## config.mk

```make
export PLATFORM = sky130hd
export DESIGN_NAME = spi_slave_shifter
export DESIGN_NICKNAME = d
export VERILOG_FILES = /design/src/rtl/spi_slave_shifter.sv
export SDC_FILE = /design/constraint.sdc
export NUM_CORES = 1
export LEC_CHECK = 0
export CORE_ASPECT_RATIO = 1.75
export CORE_UTILIZATION = 45
export DETAILED_ROUTE_END_ITERATION = 8
export HOLD_SLACK_MARGIN = 0.1
export PLACE_DENSITY = 0.74
export SLEW_MARGIN = 40
export SYNTH_ARGS = -nofsm -noshare
export SYNTH_HDL_FRONTEND = slang
export SYNTH_SLANG_ARGS = --single-unit
```

## constraint.sdc

```tcl
create_clock -name clock -period 1.3 [get_ports clock]
set_input_delay 0.26 -clock clock [delete_from_list [all_inputs] [get_ports clock]]
set_output_delay 0.26 -clock clock [all_outputs]
set_load 0.01 [all_outputs]
```

## src/rtl/spi_slave_shifter.sv

```systemverilog
// SPI mode-0 slave shift engine driven by pre-detected SCLK edge pulses.
// Deserialises MOSI into words and serialises tx words onto MISO, MSB first.
module spi_slave_shifter #(
    parameter int DATA_WIDTH = 8
) (
    input  logic                  clock,
    input  logic                  reset_n,
    input  logic                  sclk_rise,
    input  logic                  sclk_fall,
    input  logic                  cs_n,
    input  logic                  mosi,
    output logic [DATA_WIDTH-1:0] rx_data,
    output logic                  rx_valid,
    input  logic [DATA_WIDTH-1:0] tx_data,
    input  logic                  tx_valid,
    output logic                  tx_ready,
    output logic                  tx_underrun,
    output logic                  miso,
    output logic                  busy
);

    localparam int CW = $clog2(DATA_WIDTH);
    localparam logic [CW-1:0] LAST_BIT = CW'(DATA_WIDTH - 1);

    typedef enum logic {
        IDLE,
        ACTIVE
    } state_t;

    state_t                state_q, state_d;
    logic [CW-1:0]         bit_cnt_q, bit_cnt_d;
    logic [DATA_WIDTH-1:0] rx_shift_q, rx_shift_d;
    logic [DATA_WIDTH-1:0] tx_shift_q, tx_shift_d;
    logic [DATA_WIDTH-1:0] rx_data_q, rx_data_d;
    logic                  rx_valid_q, rx_valid_d;
    logic                  load;

    // Next-state: frame control, rx shifting on rise, tx shift/reload on fall.
    always_comb begin
        state_d     = state_q;
        bit_cnt_d   = bit_cnt_q;
        rx_shift_d  = rx_shift_q;
        tx_shift_d  = tx_shift_q;
        rx_data_d   = rx_data_q;
        rx_valid_d  = 1'b0;
        load        = 1'b0;
        tx_ready    = 1'b0;
        tx_underrun = 1'b0;

        unique case (state_q)
            IDLE: begin
                if (!cs_n) begin
                    state_d    = ACTIVE;
                    bit_cnt_d  = '0;
                    rx_shift_d = '0;
                    load       = 1'b1;
                end
            end
            ACTIVE: begin
                if (cs_n) begin
                    state_d   = IDLE;
                    bit_cnt_d = '0;
                end else if (sclk_rise) begin
                    rx_shift_d = {rx_shift_q[DATA_WIDTH-2:0], mosi};
                    if (bit_cnt_q == LAST_BIT) begin
                        bit_cnt_d  = '0;
                        rx_data_d  = {rx_shift_q[DATA_WIDTH-2:0], mosi};
                        rx_valid_d = 1'b1;
                    end else begin
                        bit_cnt_d = bit_cnt_q + 1'b1;
                    end
                end else if (sclk_fall) begin
                    if (bit_cnt_q != '0) begin
                        tx_shift_d = {tx_shift_q[DATA_WIDTH-2:0], 1'b0};
                    end else begin
                        load = 1'b1;
                    end
                end
            end
            default: state_d = IDLE;
        endcase

        // A missing tx word is replaced by zeros and flagged.
        if (load) begin
            tx_shift_d  = tx_valid ? tx_data : '0;
            tx_ready    = tx_valid;
            tx_underrun = !tx_valid;
        end
    end

    // State and datapath registers.
    always_ff @(posedge clock or negedge reset_n) begin
        if (!reset_n) begin
            state_q    <= IDLE;
            bit_cnt_q  <= '0;
            rx_shift_q <= '0;
            tx_shift_q <= '0;
            rx_data_q  <= '0;
            rx_valid_q <= 1'b0;
        end else begin
            state_q    <= state_d;
            bit_cnt_q  <= bit_cnt_d;
            rx_shift_q <= rx_shift_d;
            tx_shift_q <= tx_shift_d;
            rx_data_q  <= rx_data_d;
            rx_valid_q <= rx_valid_d;
        end
    end

    assign busy     = (state_q == ACTIVE);
    assign miso     = busy & tx_shift_q[DATA_WIDTH-1];
    assign rx_data  = rx_data_q;
    assign rx_valid = rx_valid_q;

endmodule

```

* Word-level counts from Yosys, hierarchy flattened
Index checks and enable logic that the tools add are counted.
Storage, ports and cells: flip-flop bits (word level) 28
Operators by class: add/sub/neg operators 1, eq/ne operators 7, mux-type cells 28, bitwise logic cells 3, reductions and logical operators 9
Operator list (number):
- 8-bit two-way mux | 7
- 7-bit two-way mux | 3
- 7-bit case mux with 2 select lines | 1
- 3-bit two-way mux | 4
- 1-bit two-way mux | 11
- 2-bit != test, second input constant | 3
- 3-bit case mux with 2 select lines | 1
- 2-bit nonzero test | 3
- 5-bit AND reduction | 1
- 2-bit by 1-bit != test with 1-bit output, second input constant | 2
- 4-bit AND reduction | 1
- 3-bit by 1-bit adder with 3-bit output, second input constant | 1
- 3-bit == test, second input constant | 1
- 3-bit != test, second input constant | 1
- 3-bit AND reduction | 1
- 3-bit nonzero test | 1
- 1-bit inverter | 2
- 1-bit case mux with 2 select lines | 1
- 2-bit AND reduction | 1
- 1-bit bitwise AND | 1
- 1-bit zero test | 1

* Longest topological paths before layout
Gate-level depths: netlist of the first run.
depth after elaboration 8, mapped depth 6, depth with buffers taken out 5

* Worst setup path after synthesis of the first run
OpenSTA, ideal clock, no wires.
path type reg2out, start point register bit_cnt_q[0], end point output port tx_underrun, data arrival time 1161 ps, setup slack -121 ps, cell stages (with the launch flop) 5, buffers on the path 0, cells stage by stage dfrtp_1 -> inv_1 -> ha_1 -> nand4bb_4 -> a211oi_1
On the way: cells in the longest elaborated chain, start to end 7
RTL lines:
- start, declared | line 31 | logic [CW-1:0] bit_cnt_q, bit_cnt_d;
- start signal, assigned | line 102 | bit_cnt_q <= bit_cnt_d;
- 3-bit nonzero test | line 73 | if (bit_cnt_q != '0) begin
- 1-bit two-way mux | line 73
- 1-bit two-way mux | line 72 | end else if (sclk_fall) begin
- 1-bit two-way mux | line 63 | end else if (sclk_rise) begin
- 1-bit two-way mux | line 60 | if (cs_n) begin
- 1-bit case mux with 2 select lines | line 50 | unique case (state_q)
- 1-bit two-way mux | line 84 | if (load) begin
- end, declared | line 17 | output logic tx_underrun,
No other way between the ends.

* Worst setup path after layout of the first run
start point register bit_cnt_q[1], end point output port tx_underrun
Same word-level chain as after synthesis.

==> flow_summary.json, run 1 <==
{
  "antenna_found_initial": 0,
  "synth-seq-cells": 28,
  "setup_tns_ns": -4.037,
  "finClkSkew_ns": 0.005808,
  "grt_max_degree": 29,
  "setup_viol": 21,
  "critPathRequiredTime_ns": 1.04,
  "p_switching_mw": 0.4363,
  "period_needed_ns": 1.701,
  "first_pass_iters": 6,
  "layout_commonest_cell": "dfrtp_1",
  "ys_seq_area_share_pct": 51.85,
  "critPathMaxStageDelay_ns": 0.41,
  "met2_usage_pct": 40.07,
  "drt_iter0_drc": 23,
  "clock_sinks": 28,
  "row_count": 26,
  "design_area_um2": 2044,
  "ant_nets": 0,
  "wl_um": 3209,
  "drive_above_1_share_pct": 43.51,
  "gp_congestion": 0.8191,
  "grt_pass1_wl_um": 5250,
  "n_antenna_cell": 0,
  "power.density_nw_per_um2": 888.2,
  "portBuffers": 27,
  "internal_power_mw": 1.380,
  "initial_core_util_pct": 46.67,
  "layout.nets": 173,
  "worstSetupEndpointType": "primary output",
  "slew_violations": 0,
  "hold_path.class": "primary input to async pin",
  "status": "finished with violations",
  "critical_path_buf_inv_count": 2,
  "dieArea_um2": 3235,
  "cts_buffer_depth": 2,
  "clk_pin_slew_ns": 0.09,
  "start_kind": "register",
  "period_share_pct": 130.8,
  "power.share.sequential_pct": 52.2,
  "violations": "DRC, setup timing",
  "area_delta_synth_final_pct": 51.30,
  "grt_pass1_vias": 1143,
  "clockPowerShare_pct": 29.3,
  "synth_warnings": 0,
  "netlist_area_um2": 1351,
  "ios": 28,
  "combinationalPowerShare_pct": 18.5,
  "worstPathCellList": "inv_2, ha_4, nand4bb_4, a211oi_4, buf_2",
  "worstPathMaxFanout": 3,
  "place_inst": 168,
  "clk_latency_ns": 0.27,
  "viasPerCell": 5.802,
  "cp.arrival_ns": 1.44,
  "instances_no_fill": 182,
  "post-route-util_pct": 70.61,
  "power.share.switching_pct": 24.03,
  "worst_slack_ns": -0.4006,
  "hold_ws_ns": 0.3445,
  "leakagePower_nw": 0.9849,
  "relSlewSlack_pct": 84.09,
  "grt-ovfl-total": 0,
  "crit_slowest_cell": "dfrtp_1",
  "grtUsageMet1_pct": 24.76,
  "num-fill-cells": 201,
  "pre_cts_ws_ns": -0.7195,
  "power.total_mw": 1.816,
  "avgSynthCellArea_um2": 13.51,
  "drcViolationCount": 6,
  "critPathTopFamily": "flip-flops",
  "worst_pin_slew_ns": 0.2384,
  "ir_drop_mv": 0.6221,
  "grt_usage_pct": 21.94,
  "syn_nets": 118,
  "final-hold-violation-count": 0,
  "grt.met3_usage_pct": 2.427,
  "postPlaceCellArea_um2": 1815,
  "busiest_layer": "met2",
  "rsz0062_at_grt": "true",
  "clock.fmax_mhz": 588.0,
  "tritoncts": "done",
  "layout_common_cells": "27 x dfrtp_1, 17 x buf_4, 14 x a22o_1",
  "drv_cap": 0,
  "syn_inst": 100,
  "die_x_um": 43.43,
  "crit_type": "register to primary output",
  "htreeDepth": 1,
  "cts-root-buf": "clkbuf_8",
  "coreArea_um2": 2895,
  "num_vias": 1056,
  "chipHeight_um": 74.49,
  "wl_per_cell_um": 17.63,
  "synth.distinct_cells": 29,
  "cts_inserted_buffers": 3,
  "post-dp-hpwl_um": 2125
}
==> routing by layer <==
metal  vias to the layer above  part of all wire, %  wire length, µm
li1                        489                    -                -
met1                       527                   41             1300
met2                        30                   53             1715
met3                        10                  2.9               94
met4                         0                  3.1               99
met5                         -                    0                0
==> worst reg2reg max path: cells and delay by family, from the launching register on <==
family	cells	cell delay [ns]
adders and majority gates	2	0.34
DFF	1	0.41
and+or+nand+nor	1	0.11
buffers and inverters	2	0.28
muxes	1	0.31
==> cell families after synthesis <==
kind of cell	after synthesis	share of synthesized area, %
muxes	9	9.630
buffers and inverters	11	3.424
AOI/OAI and AO/OA	29	19.82
DFF	28	51.85
adders and majority gates	3	2.778
and+or+nand+nor	20	12.50
==> synthesized netlist by cell type <==
| cell type | n | area [µm²] |
|---|---|---|
| a211oi_1 | 1 | 7.510 |
| a21boi_4 | 1 | 18.77 |
| a21o_1 | 1 | 7.510 |
| a221o_1 | 7 | 70.07 |
| a22o_1 | 14 | 122.6 |
| a32o_1 | 3 | 30.03 |
| and2_1 | 1 | 6.260 |
| and2b_1 | 1 | 7.510 |
| buf_1 | 1 | 3.750 |
| buf_2 | 3 | 15.01 |
| clkbuf_1 | 1 | 3.750 |
| clkbuf_2 | 1 | 5.000 |
| dfrtp_1 | 28 | 700.7 |
| ha_1 | 3 | 37.54 |
| inv_1 | 4 | 15.01 |
| inv_2 | 1 | 3.750 |
| mux2_4 | 8 | 120.1 |
| mux2i_1 | 1 | 10.01 |
| nand2_1 | 1 | 3.750 |
| nand2b_1 | 2 | 12.51 |
| nand3_4 | 1 | 17.52 |
| nand4bb_1 | 1 | 11.26 |
| nand4bb_4 | 1 | 27.53 |
| nor2_1 | 1 | 3.750 |
| nor2b_1 | 3 | 18.77 |
| nor3b_1 | 7 | 52.55 |
| o21ai_1 | 1 | 5.000 |
| o22ai_1 | 1 | 6.260 |
| or2b_1 | 1 | 7.510 |
==> timing repair <==
item                                    in CTS  in global routing
hold buffers                                 0                  0
setup buffers                                8                  3
pin swaps                                   13                  6
cloned                                       1                  0
gates resized for setup                     51                  8
endpoints found under the setup margin      39                 21
==> worst paths after layout <==
path / startpoint / endpoint / slack, ns / depth (start not counted)
max in group asynchronous: reset_n / rx_data[6] / 0.79 / 2
min in group clock: tx_shift_q[0] / tx_shift_q[0] / 0.49 / 1
min: reset_n / bit_cnt_q[1] / 0.34 / 2
max reg2reg: bit_cnt_q[1] / rx_data[6] / -0.26 / 6
max: bit_cnt_q[1] / tx_underrun / -0.40 / 5
min reg2reg: tx_shift_q[0] / tx_shift_q[0] / 0.49 / 1
==> flip-flops by register name, indices dropped and copies added (netlist names) <==
register    flops
rx_valid        1
rx_data         8
bit_cnt_q       3
busy            1
tx_shift_q      8
rx_shift_q      7
==> power groups by stage <==
stage / Sequential [mW] / Combinational [mW] / Clock (mW)
CTS: 0.945 / 0.317 / 0.554
global placement: 0.961 / 0.268 / 0
global route: 0.952 / 0.360 / 0.572
finish: 0.948 / 0.337 / 0.532
detailed placement: 0.963 / 0.277 / 0
floorplan: 0.955 / 0.136 / 0
==> layout make-up <==
type	count	area [µm²]	area share (%)
multi-input cells	62	725.7	35.50
flip-flops and latches	28	701.9	34.33
repair buffers	55	508.0	24.85
clock buffers	4	55.05	2.693
well taps	28	35.03	1.714
inverters	5	18.77	0.9180
No activity file was read; power rests on OpenSTA's default activity.
==> inputs of run 2 (changes only) <==
--- a/config.mk
+++ b/config.mk
@@ -6,10 +6,10 @@
 export NUM_CORES = 1
 export LEC_CHECK = 0
 export CORE_ASPECT_RATIO = 1.75
-export CORE_UTILIZATION = 45
+export CORE_UTILIZATION = 25
 export DETAILED_ROUTE_END_ITERATION = 8
 export HOLD_SLACK_MARGIN = 0.1
-export PLACE_DENSITY = 0.74
+export PLACE_DENSITY = 0.46
 export SLEW_MARGIN = 40
 export SYNTH_ARGS = -nofsm -noshare
 export SYNTH_HDL_FRONTEND = slang
==> run 2 against run 1 <==
The run still ends with DRC, setup timing left. Combinational power down 8.3%. Sequential power down 0.4%. Final cell count up 12%. Sequential share of layout area up 0.80 points. Die area up 77%. Critical endpoint unchanged. Largest cell class is now sequential cells.
==> flow_summary.json, run 2 (synthesis gave the netlist of run 1 again) <==
{
  "hold_ws_ns": 0.3318,
  "setup_tns_ns": -2.225,
  "grt_pass1_wl_um": 5333,
  "gp_congestion": 0.7776,
  "dieArea_um2": 5715,
  "layout_common_cells": "27 x dfrtp_1, 14 x a22o_1, 13 x buf_4",
  "leakagePower_nw": 0.9554,
  "r2r_start": "bit_cnt_q[1]",
  "first_pass_iters": 6,
  "violations": "DRC, setup timing",
  "grt_pass1_vias": 1105,
  "pre_cts_ws_ns": -0.8084,
  "initial_core_util_pct": 25.93,
  "ios": 28,
  "clk_latency_ns": 0.27,
  "row_count": 35,
  "critPathTopFamily": "flip-flops",
  "critPathRequiredTime_ns": 1.04,
  "portBuffers": 27,
  "drcViolationCount": 2,
  "timing.rr.end": "rx_data[1]",
  "finClkSkew_ns": 0.005598,
  "slew_violations": 0,
  "tritoncts": "done",
  "worst_slack_ns": -0.4206,
  "critical_path_buf_inv_count": 2,
  "worstSetupEndpointType": "primary output",
  "cts_inserted_buffers": 3,
  "cp.arrival_ns": 1.46,
  "cts-root-buf": "clkbuf_8",
  "worstPathMaxFanout": 3,
  "worstPathCellList": "inv_2, ha_4, nand4bb_4, a211oi_4, buf_2",
  "wl_per_cell_um": 15.67,
  "viasPerCell": 5.010,
  "layout.nets": 168,
  "period_share_pct": 132.4,
  "power.total_mw": 1.796,
  "grt-ovfl-total": 0,
  "cts_buffer_depth": 2,
  "setup_viol": 18,
  "num_vias": 1022,
  "htreeDepth": 1,
  "power.density_nw_per_um2": 898.7,
  "final-hold-violation-count": 0,
  "drive_above_1_share_pct": 38.26,
  "rsz0062_at_grt": "true",
  "n_antenna_cell": 0,
  "hold_path.class": "primary input to async pin",
  "period_needed_ns": 1.721,
  "grt_max_degree": 29,
  "start_kind": "register",
  "drt_iter0_drc": 42,
  "worst_pin_slew_ns": 0.2138,
  "relSlewSlack_pct": 85.73,
  "area_delta_synth_final_pct": 47.87,
  "crit_slowest_cell": "dfrtp_1",
  "critPathMaxStageDelay_ns": 0.41,
  "clock.fmax_mhz": 581.2,
  "r2r_cells": 5,
  "rrSetupSlack_ns": -0.16,
  "die_x_um": 57.58,
  "ir_drop_mv": 0.3540,
  "post-dp-hpwl_um": 2207,
  "clock_sinks": 28,
  "status": "finished with violations",
  "layout_commonest_cell": "dfrtp_1",
  "place_inst": 193,
  "ant_nets": 0,
  "instances_no_fill": 204,
  "crit_type": "register to primary output",
  "drv_cap": 0,
  "clk_pin_slew_ns": 0.10,
  "wl_um": 3197,
  "antenna_found_initial": 0,
  "coreArea_um2": 5211,
  "grt_usage_pct": 11.86,
  "chipHeight_um": 99.26
}
run 2: final cells by class:
class | count | area [µm²]
inverters | 5 | 18.77
multi-input cells | 62 | 686.9
well taps | 55 | 68.82
fillers | 501 | 3213
repair buffers | 50 | 466.7
clock buffers | 4 | 55.05
flip-flops and latches | 28 | 701.9
run 2: routing by layer:
layer	vias up	track usage (%)	wire length (µm)
met1	522	14.47	1363
met5	-	0	0
met2	17	21.47	1700
li1	479	-	-
met4	0	3.377	37
met3	4	1.300	96
run 2: stage by stage:
| stage | util [%] | instance area [µm²] |
|---|---|---|
| global placement | 35.20 | 1834 |
| CTS | 37.67 | 1963 |
| detailed placement | 35.20 | 1834 |
| floorplan | - | 1384 |
| global route | 38.34 | 1998 |
| finish | 38.34 | 1998 |
run 2: how the worst max path moves through the flow:
| stage | from | to | slack [ns] | cells past startpoint |
|---|---|---|---|---|
| finish | bit_cnt_q[1] | tx_underrun | -0.42 | 5 |
| global route | bit_cnt_q[1] | tx_underrun | -0.47 | 5 |
| CTS | bit_cnt_q[0] | tx_underrun | -0.43 | 5 |
| detailed placement | sclk_rise | tx_underrun | -0.81 | 4 |
| floorplan | bit_cnt_q[0] | tx_shift_q[7] | -0.02 | 6 |
| global placement | sclk_rise | tx_underrun | -0.75 | 4 |
run 2: report_power, final:
part | leakage, nW | internal [mW] | total [mW] | switching (mW)
Clock | 0.0288 | 0.271 | 0.543 | 0.271
Combinational | 0.548 | 0.178 | 0.309 | 0.131
Sequential | 0.379 | 0.914 | 0.944 | 0.0307
run 2: what timing repair did:
item,in CTS,in global routing
hold buffers,0,0
resized for setup,45,7
pin swaps,5,11
cloned,1,0
endpoints found under the setup margin,39,21
setup buffers,5,3
==> inputs of run 3 (changes only) <==
--- a/config.mk
+++ b/config.mk
@@ -5,11 +5,13 @@
 export SDC_FILE = /design/constraint.sdc
 export NUM_CORES = 1
 export LEC_CHECK = 0
+export CELL_PAD_IN_SITES_DETAIL_PLACEMENT = 0
+export CELL_PAD_IN_SITES_GLOBAL_PLACEMENT = 1
 export CORE_ASPECT_RATIO = 1.75
 export CORE_UTILIZATION = 25
 export DETAILED_ROUTE_END_ITERATION = 8
 export HOLD_SLACK_MARGIN = 0.1
-export PLACE_DENSITY = 0.46
+export PLACE_DENSITY = 0.66
 export SLEW_MARGIN = 40
 export SYNTH_ARGS = -nofsm -noshare
 export SYNTH_HDL_FRONTEND = slang
==> run 3 against run 2 <==
The flow still finishes with violations (DRC, setup timing). Clock skew up 0.0014 ns. Die area unchanged. First-iteration DRC count up 2.4%. Sequential power about the same. Non-clock buffer count up 4. Final cell count up 2.0%. Worst setup slack better by 0.021 ns. Final area up 2.2%. Worst hold slack better by 0.0032 ns. Wire length up 3.9%. Power up 8.9%. Utilization up 0.84 points. Largest cell class unchanged.
==> flow_summary.json, run 3 (synthesis gave the netlist of run 1 again) <==
{
  "ctsHoldBuffers": 0,
  "cts_buffer_depth": 2,
  "crit_slowest_cell": "dfrtp_1",
  "grt_max_degree": 29,
  "violations": "DRC, setup timing",
  "ant_nets": 0,
  "clock.fmax_mhz": 588.4,
  "final-hold-violation-count": 0,
  "start_kind": "register",
  "n_antenna_cell": 0,
  "num-fill-cells": 495,
  "period_needed_ns": 1.700,
  "grt-ovfl-total": 0,
  "grt_pass1_vias": 1175,
  "grt_usage_pct": 12.47,
  "period_share_pct": 130.7,
  "drv_cap": 0,
  "worst_pin_slew_ns": 0.2152,
  "slew_violations": 0,
  "worstPathCellList": "inv_2, ha_4, nand4bb_4, a211oi_4, buf_2",
  "setup_viol": 19,
  "worstPathMaxFanout": 3,
  "rsz0062_at_grt": "true",
  "clk_latency_ns": 0.27,
  "layout.nets": 172,
  "initial_core_util_pct": 25.93,
  "cts_inserted_buffers": 3,
  "grtUsageMet1_pct": 14.02,
  "first_pass_iters": 6,
  "wl_um": 3321,
  "tritoncts": "done",
  "power.total_mw": 1.955,
  "row_count": 35,
  "num_vias": 1041,
  "cp.arrival_ns": 1.44,
  "clock_sinks": 28,
  "drcViolationCount": 3,
  "clk_pin_slew_ns": 0.10,
  "post-dp-hpwl_um": 2216,
  "chipHeight_um": 99.26,
  "viasPerCell": 5.005,
  "busiest_layer": "met2",
  "wl_per_cell_um": 15.97,
  "met2_usage_pct": 22.99,
  "worst_slack_ns": -0.3995,
  "grt.met3_usage_pct": 1.691,
  "ios": 28,
  "drt_iter0_drc": 43,
  "layout_commonest_cell": "dfrtp_1",
  "die_x_um": 57.58,
  "power.density_nw_per_um2": 957.5,
  "multiInputGateArea_um2": 691.9,
  "coreArea_um2": 5211,
  "dieArea_um2": 5715,
  "status": "finished with violations",
  "hold_ws_ns": 0.3351,
  "critPathRequiredTime_ns": 1.04,
  "crit_type": "register to primary output",
  "htreeDepth": 1,
  "hold_path.class": "primary input to async pin",
  "leakagePower_nw": 0.9745,
  "drive_above_1_share_pct": 39.22,
  "ir_drop_mv": 0.3823,
  "cts-root-buf": "clkbuf_8",
  "gp_congestion": 0.7068,
  "worstSetupEndpointType": "primary output",
  "antenna_found_initial": 0,
  "seq_area_um2": 701.9,
  "critPathMaxStageDelay_ns": 0.41,
  "layout_common_cells": "27 x dfrtp_1, 19 x buf_4, 14 x a22o_1",
  "portBuffers": 27,
  "relSlewSlack_pct": 85.64,
  "area_delta_synth_final_pct": 51.11,
  "grt_pass1_wl_um": 5575,
  "finClkSkew_ns": 0.007010
}
==> run 3: timing repair <==
item,4_1_cts,5_1_grt
gates resized for setup,43,4
setup endpoints to repair,38,21
buffers inserted,13,1
pin swaps,12,4
gates cloned,1,0
==> run 3: critical path: cells and delay by family (launching register included) <==
kind / cells / cell delay [ns]
DFF: 1 / 0.41
buffers and inverters: 2 / 0.24
AOI/OAI and AO/OA: 1 / 0.21
and+or+nand+nor: 1 / 0.16
adders and majority gates: 1 / 0.14
==> run 3: area by class of cell <==
cell class / instances / area share (%)
flip-flops and latches: 28 / 34.37
multi-input cells: 62 / 33.88
repair buffers: 54 / 23.96
well taps: 55 / 3.370
clock buffers: 3 / 2.022
clock inverters: 1 / 1.471
inverters: 5 / 0.9191
==> run 3: power breakdown <==
part           internal (mW)  switching (mW)  total (mW)  leakage (nW)
registers              0.914          0.0310       0.945         0.379
logic                  0.187           0.139       0.326         0.560
clock network          0.412           0.272       0.684        0.0357
==> run 3: path summary, 6_finish.rpt <==
check | startpoint | end | slack [ns] | cells past startpoint
worst max-delay path | bit_cnt_q[0] | tx_underrun | -0.40 | 5
worst min-delay path | reset_n | rx_valid | 0.34 | 2
worst max register to register | bit_cnt_q[1] | rx_data[3] | -0.13 | 5
worst min register to register | tx_shift_q[0] | tx_shift_q[0] | 0.51 | 1
max in group asynchronous | reset_n | busy | 0.79 | 2
min in group clock | tx_shift_q[0] | tx_shift_q[0] | 0.51 | 1
==> run 3: metrics by stage <==
| stage | setup WS, ns | utilization, % | TNS (ns) | std cells | instance area, µm² |
|---|---|---|---|---|---|
| floorplan | -0.02122 | - | -0.2608 | 100 | 1384 |
| global placement | -0.7264 | 34.91 | -14.01 | 191 | 1819 |
| detailed placement | -0.7328 | 34.91 | -14.24 | 191 | 1819 |
| CTS | -0.4101 | 38.78 | -2.406 | 207 | 2021 |
| global route | -0.4602 | 39.18 | -2.980 | 208 | 2042 |
| finish | -0.3995 | 39.18 | -2.252 | 208 | 2042 |
==> run 3: metal layers <==
| metal | vias up | wire length (µm) |
|---|---|---|
| li1 | 486 | - |
| met1 | 524 | 1286 |
| met2 | 27 | 1868 |
| met3 | 4 | 117 |
| met4 | 0 | 48 |
| met5 | - | 0 |
